## config.mk

```make
export PLATFORM = sky130hd
export DESIGN_NAME = dvsd_wt8216m_arb
export DESIGN_NICKNAME = d
export VERILOG_FILES = /design/src/rtl/dvsd_wt8216m_arb.sv
export SDC_FILE = /design/constraint.sdc
export NUM_CORES = 1
export LEC_CHECK = 0
export CAP_MARGIN = 15
export CORE_MARGIN = 2
export CORE_UTILIZATION = 34
export CTS_CLUSTER_SIZE = 25
export DETAILED_ROUTE_END_ITERATION = 6
export PLACE_DENSITY = 0.87
export SYNTH_ARGS = -nofsm -noshare
export SYNTH_HDL_FRONTEND = slang
export SYNTH_SLANG_ARGS = --single-unit
```

## constraint.sdc

```tcl
create_clock -name clk -period 1.58 [get_ports clk]
set_input_delay 0.158 -clock clk [delete_from_list [all_inputs] [get_ports clk]]
set_output_delay 0.158 -clock clk [all_outputs]
set_load 0.01 [all_outputs]
```

## src/rtl/dvsd_wt8216m_arb.sv

```systemverilog
// Round-robin scheduler sharing one 8x8 unsigned multiplier among NREQ requesters.
// One operation in flight: grant in IDLE, wait out MUL_LAT in WAIT, hold result in RESP.
module dvsd_wt8216m_arb #(
    parameter int unsigned NREQ    = 4,
    parameter int unsigned MUL_LAT = 0,
    localparam int unsigned IDW    = $clog2(NREQ)
) (
    input  logic              clk,
    input  logic              rst,
    input  logic [NREQ-1:0]   req_valid,
    output logic [NREQ-1:0]   req_ready,
    input  logic [NREQ*8-1:0] req_a,
    input  logic [NREQ*8-1:0] req_b,
    output logic [7:0]        mul_a,
    output logic [7:0]        mul_b,
    input  logic [15:0]       mul_m,
    output logic              rsp_valid,
    input  logic              rsp_ready,
    output logic [IDW-1:0]    rsp_id,
    output logic [15:0]       rsp_m,
    output logic              busy
);

    localparam int unsigned SW   = IDW + 1;
    localparam int unsigned CNTW = 3;

    localparam logic [1:0] S_IDLE = 2'd0;
    localparam logic [1:0] S_WAIT = 2'd1;
    localparam logic [1:0] S_RESP = 2'd2;

    logic [1:0]      r_state;
    logic [1:0]      w_state_nxt;
    logic [IDW-1:0]  r_last_gnt;
    logic [IDW-1:0]  w_gnt;
    logic [IDW-1:0]  w_cand;
    logic [SW-1:0]   w_sum;
    logic            w_found;
    logic            w_accept;
    logic [NREQ-1:0] w_ready;
    logic [CNTW-1:0] r_cnt;
    logic [7:0]      r_mul_a;
    logic [7:0]      r_mul_b;
    logic [7:0]      w_sel_a;
    logic [7:0]      w_sel_b;
    logic [15:0]     r_rsp_m;
    logic [IDW-1:0]  r_rsp_id;

    // Round-robin search starting one past the last grant, wrapping modulo NREQ
    always_comb begin
        w_found = 1'b0;
        w_gnt   = '0;
        w_sum   = '0;
        w_cand  = '0;
        for (int unsigned k = 1; k <= NREQ; k++) begin
            w_sum = SW'(r_last_gnt) + SW'(k);
            if (w_sum >= SW'(NREQ)) begin
                w_sum = w_sum - SW'(NREQ);
            end
            w_cand = IDW'(w_sum);
            if (!w_found && req_valid[w_cand]) begin
                w_found = 1'b1;
                w_gnt   = w_cand;
            end
        end
    end

    // Operand mux for the winning requester
    always_comb begin
        w_sel_a = '0;
        w_sel_b = '0;
        for (int unsigned i = 0; i < NREQ; i++) begin
            if (IDW'(i) == w_gnt) begin
                w_sel_a = req_a[i*8 +: 8];
                w_sel_b = req_b[i*8 +: 8];
            end
        end
    end

    // Next-state and grant decode
    always_comb begin
        w_state_nxt = r_state;
        w_ready     = '0;
        w_accept    = 1'b0;
        case (r_state)
            S_IDLE: begin
                if (w_found) begin
                    w_ready[w_gnt] = 1'b1;
                    w_accept       = 1'b1;
                    w_state_nxt    = S_WAIT;
                end
            end
            S_WAIT: begin
                if (r_cnt == '0) begin
                    w_state_nxt = S_RESP;
                end
            end
            S_RESP: begin
                if (rsp_ready) begin
                    w_state_nxt = S_IDLE;
                end
            end
            default: w_state_nxt = S_IDLE;
        endcase
    end

    always_ff @(posedge clk or posedge rst) begin
        if (rst) begin
            r_state <= S_IDLE;
        end else begin
            r_state <= w_state_nxt;
        end
    end

    // Operands hold between operations so the multiplier stays quiet
    always_ff @(posedge clk or posedge rst) begin
        if (rst) begin
            r_last_gnt <= IDW'(NREQ - 1);
            r_cnt      <= '0;
            r_mul_a    <= '0;
            r_mul_b    <= '0;
            r_rsp_m    <= '0;
            r_rsp_id   <= '0;
        end else if (w_accept) begin
            r_mul_a    <= w_sel_a;
            r_mul_b    <= w_sel_b;
            r_rsp_id   <= w_gnt;
            r_last_gnt <= w_gnt;
            r_cnt      <= CNTW'(MUL_LAT);
        end else if (r_state == S_WAIT) begin
            if (r_cnt != '0) begin
                r_cnt <= r_cnt - CNTW'(1);
            end else begin
                r_rsp_m <= mul_m;
            end
        end
    end

    assign req_ready = w_ready;
    assign mul_a     = r_mul_a;
    assign mul_b     = r_mul_b;
    assign rsp_m     = r_rsp_m;
    assign rsp_id    = r_rsp_id;
    assign rsp_valid = (r_state == S_RESP);
    assign busy      = (r_state != S_IDLE);

endmodule

```

**Word level (Yosys, flattened, before mapping)**

Cells that the tools add are included.

- Output and inout port bits: 40
- Bits in registers: 41
- Word-level logic and storage cells: 94

- Reductions and logical operators: 17
- Equal/unequal tests: 8
- Mux-type cells: 41
- $lt $le $gt $ge: 10
- Add/subtract/negate cells: 9
- Bitwise logic cells: 2

Operator list:

| operator | number |
|---|---|
| 8-bit 2-to-1 mux | 8 |
| 2-bit 2-to-1 mux | 11 |
| 2-bit by 3-bit < comparator with 1-bit output (second input constant) | 5 |
| 3-bit >= comparator (second input constant) | 4 |
| 1-bit 2-to-1 mux | 11 |
| 3-bit 2-to-1 mux | 3 |
| 1-bit binary-select mux with 2-bit select | 4 |
| 4-bit 2-to-1 mux | 2 |
| 2-bit by 1-bit subtractor with 2-bit output (second input constant) | 4 |
| 2-bit by 2-bit adder with 3-bit output (second input constant) | 2 |
| 2-bit case mux with 3 select lines | 1 |
| 3-bit AND reduction | 2 |
| 2-bit nonzero test | 3 |
| 2-bit equality test (first input constant) | 2 |
| 1-bit logical AND | 4 |
| 2-bit zero test | 2 |
| 2-bit != test (second input constant) | 2 |
| 2-bit by 1-bit adder with 3-bit output (second input constant) | 1 |
| 2-bit by 3-bit adder with 3-bit output (second input constant) | 1 |
| 1-bit zero test | 3 |
| 3-bit zero test | 1 |
| 3-bit nonzero test | 1 |
| 3-bit by 1-bit subtractor with 3-bit output (second input constant) | 1 |
| 1-bit demux with 2-bit select | 1 |
| 7 further kinds | 8 |

**Longest topological paths before layout**

Gate-level depths: netlist of the first run.

- Word-level depth: 21
- Mapped depth: 7
- Gate-level depth less buffers: 7

**Worst setup path after synthesis of the first run**

Ideal clock, no wire load.

- Kind: flip-flop to flip-flop
- Start point: register r_cnt[0]
- End point: register r_rsp_m[0], in the netlist rsp_m[0]
- Period minus slack after synthesis: 1.686 ns
- Data arrival time: 1.561 ns
- Stages on the path, launching flop included: 7
- Path slack: -0.106 ns
- Cell sequence: dfrtp_1 inv_1 ha_1 nand2b_1 nor3b_4 buf_4 mux2_2

- Longest elaborated chain between the ends: 3

RTL lines:

| item | RTL line | text |
|---|---|---|
| start, declared | 40 | `logic [CNTW-1:0] r_cnt;` |
| start signal, assigned | 128 | `r_cnt <= CNTW'(MUL_LAT);` |
| start signal, assigned | 131 | `r_cnt <= r_cnt - CNTW'(1);` |
| 3-bit nonzero test | 130 | `if (r_cnt != '0) begin` |
| 1-bit NOT (no source line) | n/a |  |
| 3-bit AND reduction (no source line) | n/a |  |
| end signal, assigned | 133 | `r_rsp_m <= mul_m;` |
| end, declared | 45 | `logic [15:0] r_rsp_m;` |

No other way between the ends.
A chain may end at the register's enable or synchronous reset.

**Worst setup path after layout of the first run**

- Start point: register r_last_gnt[0]
- End point: output port req_ready[2]

- Longest elaborated chain between the ends: 21
- Elaborated cells between the ends (all ways): 45
- Classes of those cells: 8 x add/sub; 6 x order compare; 24 x mux; 7 x reduce/logical

RTL lines:

| item | RTL line | text |
|---|---|---|
| start, declared | 33 | `logic [IDW-1:0] r_last_gnt;` |
| start signal, assigned | 117 | `r_last_gnt <= IDW'(NREQ - 1);` |
| start signal, assigned | 127 | `r_last_gnt <= w_gnt;` |
| 2-bit by 1-bit adder with 3-bit output | 55 | `w_sum = SW'(r_last_gnt) + SW'(k);` |
| 3-bit >= comparator / 2-bit by 1-bit subtractor with 2-bit output (equally long branches) | 56, 57 |  |
| 2-bit 2-to-1 mux | 56 | `if (w_sum >= SW'(NREQ)) begin` |
| 1-bit binary-select mux with 2-bit select | 60 | `if (!w_found && req_valid[w_cand]) begin` |
| 1-bit 2-to-1 mux (implied by the code) | 60 |  |
| 1-bit 2-to-1 mux | 60 |  |
| 1-bit zero test | 60 |  |
| 1-bit logical AND | 60 |  |
| (+5 left out) | n/a |  |
| 1-bit logical AND | 60 |  |
| 2-bit 2-to-1 mux | 60 |  |
| 2-bit by 3-bit < comparator with 1-bit output (implied by the code) / 2-bit by 1-bit >= comparator with 1-bit output (equally long branches) | 87 | `w_ready[w_gnt] = 1'b1;` |
| 1-bit logical AND (implied by the code) | 87 |  |
| 1-bit 2-to-1 mux (implied by the code) | 87 |  |
| 1-bit demux with 2-bit select | 87 |  |
| 4-bit 2-to-1 mux * | 86 | `if (w_found) begin` |
| 4-bit 2-to-1 mux * | 84 | `case (r_state)` |
| end, declared | 11 | `output logic [NREQ-1:0] req_ready,` |

Mark *: on every way between the ends. The rest lies on a longest branch, timed or not. The select of a mux whose other input is x is not followed.

==> reports/qor.csv, run 1 <==
metric,value,unit
worst endpoint data arrival time,1.66,ns
CTS tree,yes,
DRC viols,0,
Worst-Margin Slew,0.351,ns
fin. max-slew vios,0,
initial antenna violation count,0,
Logic pwr share,62.2,%
"commonest non-fill, non-tap cells in the layout","clkdlybuf4s50_1, dfrtp_1, mux2i_1, nand2_1",
full die area,0.00697,sq mm
setup ws final,-0.237,ns
vias in the first global route,2038,
GRT overflow,0,
"leading cell type in the layout, fill and taps excluded",clkdlybuf4s50_1,
Sw Pwr,2.53,mW
f_max,550,MHz
Post-Layout Cell Count,408,
cell taking the most area after synthesis,dfrtp_1,
first-pass GRT wire length,9870,microns
CTS buffer count,5,
clock slew at reported path FFs,0.08,ns
final hold vios,0,
clock group share of total power,11.9,%
post-detailed-route count of antenna-violating nets,0,
Min-Delay Path Class,in2async,
DP Wirelength,4780,microns
CP Capture Type,output pin,
Post-synth EDFFs,0,
sequential element share of the synthesized area,47.9,%
routed via count,1992,
mapped cell area,0.00215,sq mm
Cell Pwr Density,1870,mW/mm^2
"Distinct cells, synth",32,
post-place setup slack,-0.583,ns
startpoint types,register,
slew margin rel.,76.4,%
Max-cap violations,0,
# IOs,127,
gpl congestion,0.747,
IO Port Bufs,126,
Post-Route WL,6450,microns
failing checks,setup timing,
area of the core,0.00603,sq mm
Synth top area share,45.4,%
Root Buffer,clkbuf_8,
Post-CTS Hold Buffers,0,
WL/cell,15.8,microns
DRT Pass-1 Iters,4,
H-tree levels,2,
Max Fanout on Critical Path,6,
register bit total from synthesis,41,
clock sinks,41,
ANT cells,0,
area grow syn2layout,84.3,%
switch share,34.1,%
Period minus WS final,1.82,ns
static leakage,1.77,nW
Worst Path Required,1.42,ns
largest net degree at the start of global routing,42,
Final period util,115,%
outcome,finished with violations,
Clock Latency Late Sink,0.29,ns
Initial Utilization,35.7,%
syn_area_per_cell,11.7,sq um
Post-Syn Nets,273,
share of power burned in registers,25.9,%
ys async rst share,100,%
all-layer global routing usage,17.7,%
Fin Clk Skew,0.00625,ns
synth top area cells,"dfrtp_1, mux2i_1, o221ai_1",
Mapped Cells,184,
final hold slack,0.204,ns
Max VDD drop,0.995,mV
share of cells above drive strength 1,22.5,%
path type of the worst setup path,reg2out,
die height,83.5,microns
Internal Power,4.87,mW
placed cell count,391,
1st-iter DRT viols,53,
Die Width,83.5,microns
RSZ-0062 raised after global routing,true,
final setup violation count,23,
DR vias/cell,4.88,
Post-synth top flop,dfrtp_1,
Syn. warnings,0,
Final #Nets,421,
Clock Path Buffers,2,
row cnt,28,
## per-layer routing
layer	part of all wire (%)	track usage (%)
met3	5.8	4.55
met5	0	0
met2	53	32.0
met4	2.1	4.99
met1	39	20.6
## final timing paths
kind	from	end	slack, ns	cells after the start
max reg2reg	r_last_gnt[0]	mul_a[4]	-0.22	7
max in group asynchronous	rst	r_last_gnt[1]	1.11	3
min reg2reg	rsp_id[1]	rsp_id[1]	0.48	2
min	rst	r_state[1]	0.20	3
min in group clk	rsp_ready	r_state[1]	0.47	3
max	r_last_gnt[0]	req_ready[2]	-0.24	6
## stage by stage
stage                     util [%]  power [mW]  cell area, sq um  setup TNS, ns
after floorplan                  -        4.20              2210         -0.370
after global placement        60.2        5.89              3630          -8.52
after detailed placement      60.2        5.99              3630          -9.84
after CTS                     63.4        7.02              3820          -4.31
after global routing          65.7        7.87              3960          -5.90
final                         65.7        7.40              3960          -3.65
## critical path: stages (launching register included)
cell	delay (ns)
dfstp_2	0.56
nand2b_4	0.13
a21boi_4	0.19
o211ai_4	0.11
buf_12	0.17
nor2_4	0.09
buf_6	0.11
## what timing repair did
item / CTS / global route
buffers inserted: 1 / 6
gates resized for setup: 35 / 12
cloned: 0 / 2
pin swaps: 6 / 6
endpoints found under the setup margin: 24 / 37
## kinds of logic after synthesis
family                   Yosys count  synth area share, %
AND/OR/NAND/NOR                   49                 10.7
multiplexers                      48                 23.3
flip-flops                        41                 47.9
AO/OA/AOI/OAI                     27                 10.5
buffers and inverters             15                 5.65
XOR/XNOR                           2                0.816
adder cells (fa/ha/maj)            2                 1.16
## flip-flops by register name, summed over array words and instances, names as in the netlist
signal and cells:
mul_a 8, r_last_gnt 2, r_state 2, rsp_id 2
mul_b 8, rsp_m 16, r_cnt 3
## area by class of cell
cell class,count,area (sq um)
sequential,41,1030
timing repair buffer,150,1530
tap,75,93.8
inverter,6,22.5
clock buffer,6,82.6
clock inverter,2,37.5
fill,482,2070
multi-input combinational,128,1160
## synth_stat cells, drive strengths merged, types with 2 or more instances
master / instances
o221ai: 16
nor2b: 3
a21o: 3
ha: 2
a21oi: 3
o21ai: 2
buf: 9
dfrtp: 39
and3: 2
nand2: 23
nor2: 16
mux2i: 32
nand2b: 2
dfstp: 2
xnor2: 2
inv: 6
mux2: 16
## power by group through the flow
stage | logic (mW) | clock network (mW) | registers [mW]
final | 4.60 | 0.882 | 1.92
after global routing | 4.93 | 0.950 | 1.98
after CTS | 4.21 | 0.906 | 1.91
after detailed placement | 4.08 | 0 | 1.91
after global placement | 4.00 | 0 | 1.89
after floorplan | 2.10 | 0 | 2.10
(Power assumes the default switching activity.)
==> inputs of run 2 (changes only) <==
--- a/config.mk
+++ b/config.mk
@@ -11,6 +11,7 @@
 export CTS_CLUSTER_SIZE = 25
 export DETAILED_ROUTE_END_ITERATION = 6
 export PLACE_DENSITY = 0.87
+export REMOVE_ABC_BUFFERS = 1
 export SYNTH_ARGS = -nofsm -noshare
 export SYNTH_HDL_FRONTEND = slang
 export SYNTH_SLANG_ARGS = --single-unit
==> run 2 against run 1 <==
The flow still finishes with violations (setup timing). Largest power group unchanged. Sequential cell count unchanged. Cell count increased by 0.49%. Register-to-register slack improved by 0.03 ns. Sequential power about the same. Non-clock buffer count increased by 2.
==> reports/qor.csv, run 2 (synthesized netlist as in run 1, its figures left out) <==
metric,value,unit,change
outcome,finished with violations,,
Clock Latency Late Sink,0.29,ns,about the same
DR vias/cell,4.94,,+1.1%
Max VDD drop,0.994,mV,about the same
DP Wirelength,4740,microns,-0.87%
Worst-Margin Slew,0.367,ns,+0.0157 ns
# IOs,127,,unchanged
setup ws final,-0.213,ns,+0.0237 ns
Worst Path Required,1.42,ns,about the same
1st-iter DRT viols,76,,+43%
row cnt,28,,unchanged
Die Width,83.5,microns,unchanged
reg-to-reg endpoint,mul_b[1],,
clock sinks,41,,unchanged
Period minus WS final,1.79,ns,-0.0237 ns
Clock Path Buffers,2,,unchanged
initial antenna violation count,0,,unchanged
Min-Delay Path Class,in2async,,
CP Capture Type,output pin,,
CTS buffer count,5,,unchanged
area grow syn2layout,80.7,%,
routed via count,2024,,+1.6%
max reg flops,16,,unchanged
final hold vios,0,,unchanged
FF-to-FF Start,r_last_gnt[0],,
post-detailed-route count of antenna-violating nets,0,,unchanged
startpoint types,register,,
RSZ-0062 raised after global routing,true,,
share of cells above drive strength 1,22.1,%,-0.43 points
full die area,0.00697,sq mm,unchanged
largest net degree at the start of global routing,28,,-33%
DRT Pass-1 Iters,4,,unchanged
fin. max-slew vios,0,,unchanged
H-tree levels,2,,unchanged
WL/cell,16.2,microns,+2.5%
gpl congestion,0.783,,+4.8%
die height,83.5,microns,unchanged
Cell Pwr Density,1840,mW/mm^2,-1.4%
Initial Utilization,35.7,%,unchanged
Post-Route WL,6640,microns,+3.0%
failing checks,setup timing,,
met1 usage,21.9,%,+1.4 points
clock slew at reported path FFs,0.08,ns,about the same
path type of the worst setup path,reg2out,,
GRT overflow,0,,unchanged
f_max,558,MHz,+1.3%
vias in the first global route,2221,,+9.0%
static leakage,1.74,nW,-1.7%
Final #Nets,423,,+0.48%
final core occ,64.4,%,-1.3 points
first-pass GRT wire length,10700,microns,+8.5%
met3 Usage GRT,5.64,%,+1.1 points
ANT cells,0,,unchanged
Max Fanout on Critical Path,8,,+2
met2 Use GR,34.8,%,+2.8 points
Fin Clk Skew,0.00536,ns,-0.000886 ns
"leading cell type in the layout, fill and taps excluded",clkdlybuf4s50_1,,
total design power,7.16,mW,-3.3%
worst endpoint data arrival time,1.64,ns,-0.02 ns
IO Port Bufs,126,,unchanged
Root Buffer,clkbuf_8,,
"commonest non-fill, non-tap cells in the layout","clkdlybuf4s50_1, dfrtp_1, mux2i_1, nand2_1, buf_4",,
slew margin rel.,75.3,%,-1.1 points
GRT Max-Usage Layer,met2,,
reg2reg setup slack,-0.19,ns,+0.03 ns
final setup violation count,29,,+26%
Final period util,113,%,-1.5 points
all-layer global routing usage,19.1,%,+1.4 points
area of the core,0.00603,sq mm,unchanged
DRC viols,0,,unchanged
CTS tree,yes,,
worst-case reg-to-reg path depth,7,,unchanged
Max-cap violations,0,,unchanged
Setup crit start,r_last_gnt[0],,
==> run 2: how the worst max path moves through the flow <==
stage | depth (start not counted) | to | slack (ns)
floorplan | 5 | mul_a[0] | -0.95
global placement | 7 | req_ready[2] | -0.50
detailed placement | 6 | req_ready[1] | -0.55
CTS | 5 | req_ready[1] | -0.22
global route | 5 | req_ready[2] | -0.29
finish | 5 | req_ready[1] | -0.21
==> run 2: cell type report <==
type | instances | area (sq um)
fillers | 515 | 2140
multi-input cells | 128 | 1140
inverters | 6 | 22.5
flip-flops and latches | 41 | 1030
clock buffers | 6 | 72.6
clock inverters | 2 | 15.0
well taps | 75 | 93.8
repair buffers | 152 | 1510
==> run 2: critical path, stage by stage, from the launching register on <==
cell	delay [ns]
dfstp_2	0.56
nand2b_4	0.13
a21boi_4	0.19
o211ai_4	0.14
and3_1	0.19
buf_2	0.14
==> run 2: what timing repair did <==
action                                  4_1_cts  5_1_grt
setup buffers                                 7        2
pin swaps                                     7        6
hold buffers                                  0        0
gates cloned                                  2        0
endpoints found under the setup margin       39       36
resized for setup                            50       10
==> run 2: report_power, final <==
group	total, mW	switching (mW)	internal, mW	leakage (nW)
clock	0.691	0.379	0.312	0.0374
sequential	1.92	0.318	1.60	0.495
combinational	4.54	1.84	2.70	1.20
total	7.16	2.54	4.62	1.74
==> run 2: stage by stage <==
stage	std cells	TNS [ns]	setup WS [ns]	instance area, sq um	hold slack (ns)
detailed placement	393	-9.90	-0.551	3570	0.472
global placement	393	-8.14	-0.504	3570	0.466
floorplan	175	-22.42	-0.955	2050	0.293
finish	410	-2.98	-0.213	3880	0.180
CTS	409	-3.48	-0.222	3850	0.181
global route	410	-5.76	-0.294	3880	0.213
==> run 2: layer usage <==
| metal | vias to the layer above | part of all wire [%] |
|---|---|---|
| met2 | 72 | 53 |
| met1 | 986 | 38 |
| met3 | 11 | 6.7 |
| met5 | - | 0 |
| met4 | 0 | 1.7 |
| li1 | 955 | - |
